## config.mk

```make
export PLATFORM = sky130hd
export DESIGN_NAME = pc_fetch
export DESIGN_NICKNAME = d
export VERILOG_FILES = /design/src/rtl/pc_fetch_pkg.sv /design/src/rtl/pc_fetch_hold_buf.sv /design/src/rtl/pc_fetch.sv
export SDC_FILE = /design/constraint.sdc
export NUM_CORES = 1
export LEC_CHECK = 0
export BUFFER_PORTS_ARGS = -buffer_cell sky130_fd_sc_hd__buf_2
export CAP_MARGIN = 20
export CORE_MARGIN = 8
export CORE_UTILIZATION = 36
export DETAILED_ROUTE_END_ITERATION = 8
export PLACE_DENSITY_LB_ADDON = 0.15
export SYNTH_ARGS = -nofsm -noshare
export SYNTH_HDL_FRONTEND = slang
export SYNTH_HIERARCHICAL = 1
export SYNTH_SLANG_ARGS = --single-unit
```

## constraint.sdc

```tcl
create_clock -name pfi_clk -period 1.59 [get_ports pfi_clk]
set_input_delay 0.159 -clock pfi_clk [delete_from_list [all_inputs] [get_ports pfi_clk]]
set_output_delay 0.159 -clock pfi_clk [all_outputs]
set_load 0.005 [all_outputs]
```

## src/rtl/pc_fetch_pkg.sv

```systemverilog
// rtl/pc_fetch_pkg.sv - shared types and defaults for the instruction-fetch stage
package pc_fetch_pkg;

  localparam int WORD_W = 16;
  localparam int ADDR_W = 16;

  localparam logic [WORD_W-1:0] NOP_INSTR_DEF = 16'h0800;
  localparam logic [ADDR_W-1:0] RESET_PC_DEF  = 16'h0000;

  typedef enum logic [1:0] {
    S_RST   = 2'd0,
    S_FETCH = 2'd1,
    S_HOLD  = 2'd2
  } pf_state_e;

endpackage

```

## src/rtl/pc_fetch_hold_buf.sv

```systemverilog
// rtl/pc_fetch_hold_buf.sv - one-entry buffer for an instruction fetched while IF/ID is stalled
module pc_fetch_hold_buf
  import pc_fetch_pkg::*;
(
  input  logic              clk,
  input  logic              rst,
  input  logic              load,
  input  logic              clear,
  input  logic [WORD_W-1:0] load_instr,
  input  logic [ADDR_W-1:0] load_addr,
  output logic              buf_valid,
  output logic [WORD_W-1:0] buf_instr,
  output logic [ADDR_W-1:0] buf_addr
);

  // clear wins over load so a redirect never leaves a stale entry behind
  always_ff @(posedge clk) begin
    if (!rst || clear) begin
      buf_valid <= 1'b0;
      buf_instr <= '0;
      buf_addr  <= '0;
    end else if (load) begin
      buf_valid <= 1'b1;
      buf_instr <= load_instr;
      buf_addr  <= load_addr;
    end
  end

endmodule

```

## src/rtl/pc_fetch.sv

```systemverilog
// rtl/pc_fetch.sv - program counter and instruction fetch into IF/ID
// Optional stalled-ack hold buffer enabled by PC_FETCH_HOLD_BUF_EN.
module pc_fetch
  import pc_fetch_pkg::*;
#(
  parameter logic [ADDR_W-1:0] RESET_PC  = RESET_PC_DEF,
  parameter logic [WORD_W-1:0] NOP_INSTR = NOP_INSTR_DEF
) (
  input  logic              pfi_clk,
  input  logic              pfi_rst,
  input  logic              pfi_stall,
  input  logic              pfi_br_en,
  input  logic [ADDR_W-1:0] pfi_br_addr,
  input  logic              pfi_mem_busy,
  output logic              pfo_mem_req,
  output logic [ADDR_W-1:0] pfo_mem_addr,
  input  logic              pfi_mem_ack,
  input  logic [WORD_W-1:0] pfi_mem_rdata,
  output logic              pfo_valid,
  output logic [ADDR_W-1:0] pfo_addr,
  output logic [WORD_W-1:0] pfo_instr
);

  pf_state_e         state, state_nxt;
  logic [ADDR_W-1:0] pc, pc_nxt;
  logic              ack_e;

`ifdef PC_FETCH_HOLD_BUF_EN
  logic              buf_load, buf_clear, buf_valid;
  logic [WORD_W-1:0] buf_instr;
  logic [ADDR_W-1:0] buf_addr;

  pc_fetch_hold_buf u_hold_buf (
    .clk        (pfi_clk),
    .rst        (pfi_rst),
    .load       (buf_load),
    .clear      (buf_clear),
    .load_instr (pfi_mem_rdata),
    .load_addr  (pc),
    .buf_valid  (buf_valid),
    .buf_instr  (buf_instr),
    .buf_addr   (buf_addr)
  );
`endif

  assign pfo_mem_addr = pc;

  always_ff @(posedge pfi_clk) begin
    if (!pfi_rst) begin
      state <= S_RST;
      pc    <= RESET_PC;
    end else begin
      state <= state_nxt;
      pc    <= pc_nxt;
    end
  end

  always_comb begin
    state_nxt = state;
    pc_nxt    = pc;
    pfo_valid = 1'b0;
    pfo_instr = NOP_INSTR;
    pfo_addr  = pc;
`ifdef PC_FETCH_HOLD_BUF_EN
    buf_load  = 1'b0;
    buf_clear = 1'b0;
    pfo_mem_req = pfi_rst && (state == S_FETCH) && !pfi_mem_busy;
`else
    // without a buffer a stalled ack would be lost, so do not ask at all
    pfo_mem_req = pfi_rst && (state == S_FETCH) && !pfi_mem_busy && !pfi_stall;
`endif
    ack_e = pfi_mem_ack && pfo_mem_req;

    if (pfi_br_en) begin
      state_nxt = S_FETCH;
      pc_nxt    = pfi_br_addr;
`ifdef PC_FETCH_HOLD_BUF_EN
      buf_clear = 1'b1;
`endif
    end else begin
      case (state)
        S_RST: state_nxt = S_FETCH;
        S_FETCH: begin
          if (ack_e && !pfi_stall) begin
            pfo_valid = 1'b1;
            pfo_instr = pfi_mem_rdata;
            pc_nxt    = pc + 1'b1;
          end
`ifdef PC_FETCH_HOLD_BUF_EN
          else if (ack_e) begin
            buf_load  = 1'b1;
            state_nxt = S_HOLD;
          end
`endif
        end
        S_HOLD: begin
`ifdef PC_FETCH_HOLD_BUF_EN
          pfo_valid = buf_valid;
          pfo_instr = buf_instr;
          pfo_addr  = buf_addr;
          if (!pfi_stall) begin
            pc_nxt    = buf_addr + 1'b1;
            buf_clear = 1'b1;
            state_nxt = S_FETCH;
          end
`else
          state_nxt = S_FETCH;
`endif
        end
        default: state_nxt = S_RST;
      endcase
    end

    if (!pfi_rst) begin
      pfo_valid = 1'b0;
      pfo_instr = NOP_INSTR;
      pfo_addr  = pc;
    end
  end

endmodule

```

### Yosys cells after proc, flatten, opt, wreduce, memory -nomap -nowiden

Cells that the tools add are included.

* bits in registers: 18
* bits of input ports: 38
* logic and storage cells: 34

* $add $sub $neg: 1
* eq/ne operators: 3
* multiplexer cells: 13
* bitwise operators: 1
* reductions and logical operators: 13

Operators by type and width (number)
* 16-bit 2-to-1 mux: 7
* 16-bit by 1-bit adder with 16-bit output, second input constant: 1
* 1-bit logical AND: 5
* 1-bit 2-to-1 mux: 5
* 2-bit one-hot mux with 2 select lines: 1
* 2-bit nonzero test: 2
* 2-bit OR reduction: 2
* 2-bit by 1-bit == test with 1-bit output, second input constant: 1
* 2-bit == test, second input constant: 1
* 1-bit logical NOT: 2
* 2-bit logical NOT: 1
* 2-bit inequality test, second input constant: 1
* 2-bit AND reduction: 1
* 1-bit inverter: 1

### Longest topological paths before layout

* depth in word-level cells: 10
* mapped depth: 8

### Worst setup path before layout

No wires, ideal clock.

* kind: register to register
* start: register pc[0] (netlist: pfo_addr[0])
* end: register pc[14] (netlist: pfo_addr[14])
* data arrival time: 1.503 ns
* data required time: 1.468 ns
* setup slack: -0.036 ns
* stages on the path, launching flop included: 6
* path buffers: 0
* period minus slack after synthesis: 1.626 ns
* cell sequence: dfxtp_1 -> ha_1 -> nand2_1 -> nor4_1 -> mux2i_1 -> nand3_1

* cells in the longest elaborated chain, start to end: 4

Ends and longest elaborated chain
* start: declaration: RTL line pc_fetch.sv:25 `logic [ADDR_W-1:0] pc, pc_nxt;`
* start signal: assignment: RTL line pc_fetch.sv:54 `pc <= pc_nxt;`
* 16-bit by 1-bit adder with 16-bit output: RTL line pc_fetch.sv:87 `pc_nxt = pc + 1'b1;`
* 16-bit 2-to-1 mux: RTL line pc_fetch.sv:84 `if (ack_e && !pfi_stall) begin`
* 16-bit 2-to-1 mux: RTL line pc_fetch.sv:81 `case (state)`
* 16-bit 2-to-1 mux: RTL line pc_fetch.sv:74 `if (pfi_br_en) begin`

Every way passes these cells. The select of a mux whose other input is x is not followed.
A chain may end at the register's enable or synchronous reset.

### Worst setup path after layout

* start: register state[0]
* end: output port pfo_instr[9]

* cells in the longest elaborated chain, start to end: 10

Ends and longest elaborated chain
* start: declaration: RTL line pc_fetch.sv:24 `pf_state_e state, state_nxt;`
* start signal: assignment: RTL line pc_fetch.sv:53 `state <= state_nxt;`
* 2-bit by 1-bit == test with 1-bit output (*): RTL line pc_fetch.sv:70, pc_fetch.sv:81
* 1-bit logical AND (3 in a row): RTL line pc_fetch.sv:70 `pfo_mem_req = pfi_rst && (state == S_FETCH) && !pfi_mem_busy && !pfi_stall;`
* 1-bit logical AND: RTL line pc_fetch.sv:72 `ack_e = pfi_mem_ack && pfo_mem_req;`
* 1-bit logical AND: RTL line pc_fetch.sv:84
* 16-bit 2-to-1 mux: RTL line pc_fetch.sv:84
* 16-bit 2-to-1 mux (*): RTL line pc_fetch.sv:81
* 16-bit 2-to-1 mux (*): RTL line pc_fetch.sv:74
* 16-bit 2-to-1 mux (*): RTL line pc_fetch.sv:114 `if (!pfi_rst) begin`
* end: declaration: RTL line pc_fetch.sv:21 `output logic [WORD_W-1:0] pfo_instr`

Every way passes the cells marked *; elsewhere a longest branch is shown, timed or not.

==> impl.org <==
** Synth
- In the synthesized netlist the dominant register cell turns out to be sky130_fd_sc_hd__dfxtp_1.
- In this run the cell area of the synthesized design comes to between 0.001 and 0.0015 mm2.
- In this run, synthesis produced a sequential element count of 17.
- A synthesized cell averages roughly 7.6 um2.
- In the synthesized netlist, the number of instances is ~150.
- For this run, the number of Yosys warnings is 6.
- Library cells used by synthesis :: 34
- Portion of synthesized cell area occupied by the leading cell type :: roughly 29%
- When the netlist entered floorplanning its net count stood at 192.
- Async set-or-reset flop fraction in the synthesized netlist :: 0%
- By area the synthesized netlist is led by sky130_fd_sc_hd__dfxtp_1 29%, sky130_fd_sc_hd__buf_4 10%, sky130_fd_sc_hd__and2_1 8.0%.
- Number of enable flip-flop cells after synthesis :: 0
- Summed over all instances, the cell type with the most area after synthesis is sky130_fd_sc_hd__dfxtp_1.
- The share of the Yosys chip area taken by registers is between 20 and 30%.
- Commonest cells in the synthesized netlist :: 17 x sky130_fd_sc_hd__dfxtp_1, 16 x sky130_fd_sc_hd__buf_4, 15 x sky130_fd_sc_hd__and2_1, 15 x sky130_fd_sc_hd__o21ai_0, 11 x sky130_fd_sc_hd__nand3_1
- Top-count cell post-synth :: sky130_fd_sc_hd__dfxtp_1

** Timing
- Max-slew violations :: 0
- Final Cycle Share :: 101.8%
- Upper clock frequency limit :: about 600 MHz
- Setup repair after global routing could not meet its margin everywhere.
- Setup-failing EPs final :: 10
- Clock skew after layout :: around 0.012 ns
- Setup total negative slack on the finished layout was measured at -0.1390 ns.
- Setup slack on the critical path of the routed design comes to -0.02910 ns.
- Worst max-slew margin expressed relative to the limit :: between 70% and 80%
- Counting I/O delays and the setup requirement, the final critical path takes between 1.5 and 2 ns.
- The count of endpoints failing hold in the final timing report came to 0.
- For the pin with the worst max-slew slack, the measured transition is about 0.3 ns.

** Clocking
- In this run the clock root is driven by a sky130_fd_sc_hd__clkbuf_4.
- Clock-pin slew was measured on the worst setup and hold paths at between 0.1 and 0.15 ns.
- CTS tree :: done
- The clock reaches the later pin of the worst-skew pair after approximately 0.30 ns.
- H-tree lvl count :: 1
- Clock buffer count from CTS :: 3
- Maximum clock insertion buffer count :: 2
- After clock tree synthesis, the flow added hold-fix buffers numbering 0.
- Clock sink count :: 17

** Pwr
- Leakage :: about 0.9 nW
- For this design the ratio of total power to cell area is 539.0 mW/mm2.
- Total Power Consumption :: around 1000 uW
- Worst vdd rail ir drop :: between 200 and 300 uV

** Route
- Routed wire length per instance :: roughly 14 um
- For this block, the routed nets add up to 4082 um of wire.
- For this run, the detailed router's first-pass iteration total came to 4.
- Dividing the detail-routed via count by the number of cells gives ~5.
- After the first detailed-routing iteration, the DRC count stood at 61.
- Count of antenna-violating nets left after detailed routing :: 0
- After detailed routing, the number of remaining DRC violations is 0.
- Total number of vias :: 1,435

** Worst setup path
- Delay of the slowest critical-path stage :: 0.33 ns
- The worst setup path is of the flop to primary output kind.
- Kind of end point of the critical path :: primary output
- Ordered list of cells on the worst path :: nand4bb_1 > buf_6 > inv_6 > and3_4 > and2_1 > buf_2
- At the worst endpoint, the required time is 1.43 ns.
- STA classifies the critical path startpoint as a flop.
- STA puts the critical path data arrival time at between 1 and 1.5 ns.
- The slowest stage of the critical path belongs to the cell sky130_fd_sc_hd__dfxtp_2.
- Of all nets on the critical path, the largest fanout is 6.
- The worst register-to-register path has a depth of 4.

** Min path
- Hold Path Depth :: 3
- The path class of the tightest hold or removal check is primary input to flop.

** Floorplan
- Core ar. :: between 0.003 and 0.004 mm2
- I/O pins :: 88
- The die is 72.92 um wide.
- For this configuration, the core starts out at a cell density of 37.89%.
- Die height :: 72.92 um
- The floorplan has 20 rows.
- Die area :: around 0.0053 mm2

** Final layout
- N_diodes :: 0
- In the final layout, the share of cells above drive strength 1 is between 50% and 60%.
- Layout Area Growth over Synthesis :: 57.40%
- Measured on the finished design, the core utilization comes to about three fifths.
- Count of non-filler cells in the finished layout :: around 290
- In the final design database the tool counted about 280 nets.

** Outcome
- Violated checks :: setup timing
- The run finished, with violations left.

** Global route
- Number of antenna violations at the first check in global routing :: 0
- Entering global routing, the biggest net connects 28 pins.
- Global Route Usage Sum :: 15.22%
- The first global-routing pass estimated 6630 um of wire.
- GRT Residual Overflow :: 0
- Via count of the first global-routing pass :: 1,543

** Place
- Final weighted congestion in routability-driven placement :: 0.8228
- Worst slack at placement :: 0.03380 ns
- The wire-length estimate of the detail-placed layout is just over 3000 um.
- Once placement completed, the tool counted placed cells totaling 276.
- The count of buffers added on input and output ports is between 80 and 90.

** Flow run
- The tool flagged a number of max-cap violations equal to 0.
==> cell usage in the layout (no fill, tap or decap), types with 2 or more instances in the layout <==
master	instances
sky130_fd_sc_hd__nor2_1	4
sky130_fd_sc_hd__and3_4	4
sky130_fd_sc_hd__nor4_2	2
sky130_fd_sc_hd__dfxtp_1	14
sky130_fd_sc_hd__a31oi_1	4
sky130_fd_sc_hd__a21oi_1	10
sky130_fd_sc_hd__and2_4	9
sky130_fd_sc_hd__mux2i_1	2
sky130_fd_sc_hd__xnor2_1	7
sky130_fd_sc_hd__inv_1	5
sky130_fd_sc_hd__nor3_1	5
sky130_fd_sc_hd__buf_4	20
sky130_fd_sc_hd__nand2_1	4
sky130_fd_sc_hd__xor2_1	2
sky130_fd_sc_hd__buf_2	78
sky130_fd_sc_hd__and2_1	6
sky130_fd_sc_hd__nand4_1	3
sky130_fd_sc_hd__clkbuf_4	3
sky130_fd_sc_hd__o21ai_0	15
sky130_fd_sc_hd__or3_1	4
sky130_fd_sc_hd__nand3_1	11
sky130_fd_sc_hd__buf_6	10
sky130_fd_sc_hd__dfxtp_2	3
==> per-stage QoR <==
step	area, um2	hold slack [ns]
global placement	1640	0.3822
CTS	1725	0.06943
finish	1836	0.07106
global route	1836	0.08915
detailed placement	1640	0.3925
floorplan	1169	0.2918
==> flip-flops by register name, indices dropped and copies added (netlist names) <==
register  cells
pfo_addr     16
state         1
==> cell type report <==
class	count	area (um2)
Clock buffer	3	22.52
Clock inverter	1	7.507
Fill cell	311	1242
Inverter	7	31.28
Multi-Input combinational cell	106	721.9
Sequential cell	17	344.1
Tap cell	44	55.05
Timing Repair Buffer	108	653.1
==> per-layer routing <==
layer	global-route usage (%)	vias up	wire [um]
met2	27.53	66	1978
met1	15.94	657	1678
met3	5.082	4	392
met5	0	-	0
li1	-	708	-
met4	5.111	0	32
==> path summary, 6_finish.rpt <==
path | startpoint | end | slack [ns]
worst max-delay path | state[0] | pfo_instr[9] | -0.03
worst min-delay path | pfi_br_addr[14] | pfo_addr[14] | 0.07
worst max register to register | state[0] | pfo_addr[15] | 0.03
worst min register to register | pfo_addr[15] | pfo_addr[15] | 0.54
==> what timing repair did <==
action,CTS,global route
pin swaps,8,3
buffers inserted,2,2
hold endpoints to repair,0,0
resized for setup,11,20
setup endpoints to repair,17,23
cloned,3,0
==> power breakdown <==
| group | total [mW] | switching (mW) | internal, mW |
|---|---|---|---|
| Sequential | 0.486 | 0.0286 | 0.458 |
| Clock | 0.246 | 0.151 | 0.0958 |
| Combinational | 0.257 | 0.120 | 0.136 |
| Total | 0.989 | 0.300 | 0.690 |
==> kinds of logic (layout without fill, tap and decap cells) <==
family | after synthesis | after routing | synth area share (%)
buf+inv | 33 | 119 | 16.52
fa+ha+maj | 1 | 1 | 1.073
xor+xnor | 9 | 9 | 6.760
mux | 2 | 2 | 1.717
compound gates | 33 | 33 | 15.56
simple gates | 58 | 61 | 29.18
flops | 17 | 17 | 29.18
==> worst max-delay path: cells and delay by family (launching register included) <==
family,cells,cell delay (ns)
buf+inv,3,0.35
flops,1,0.33
simple gates,3,0.48
Note: power is estimated with default switching activity, not from simulation.
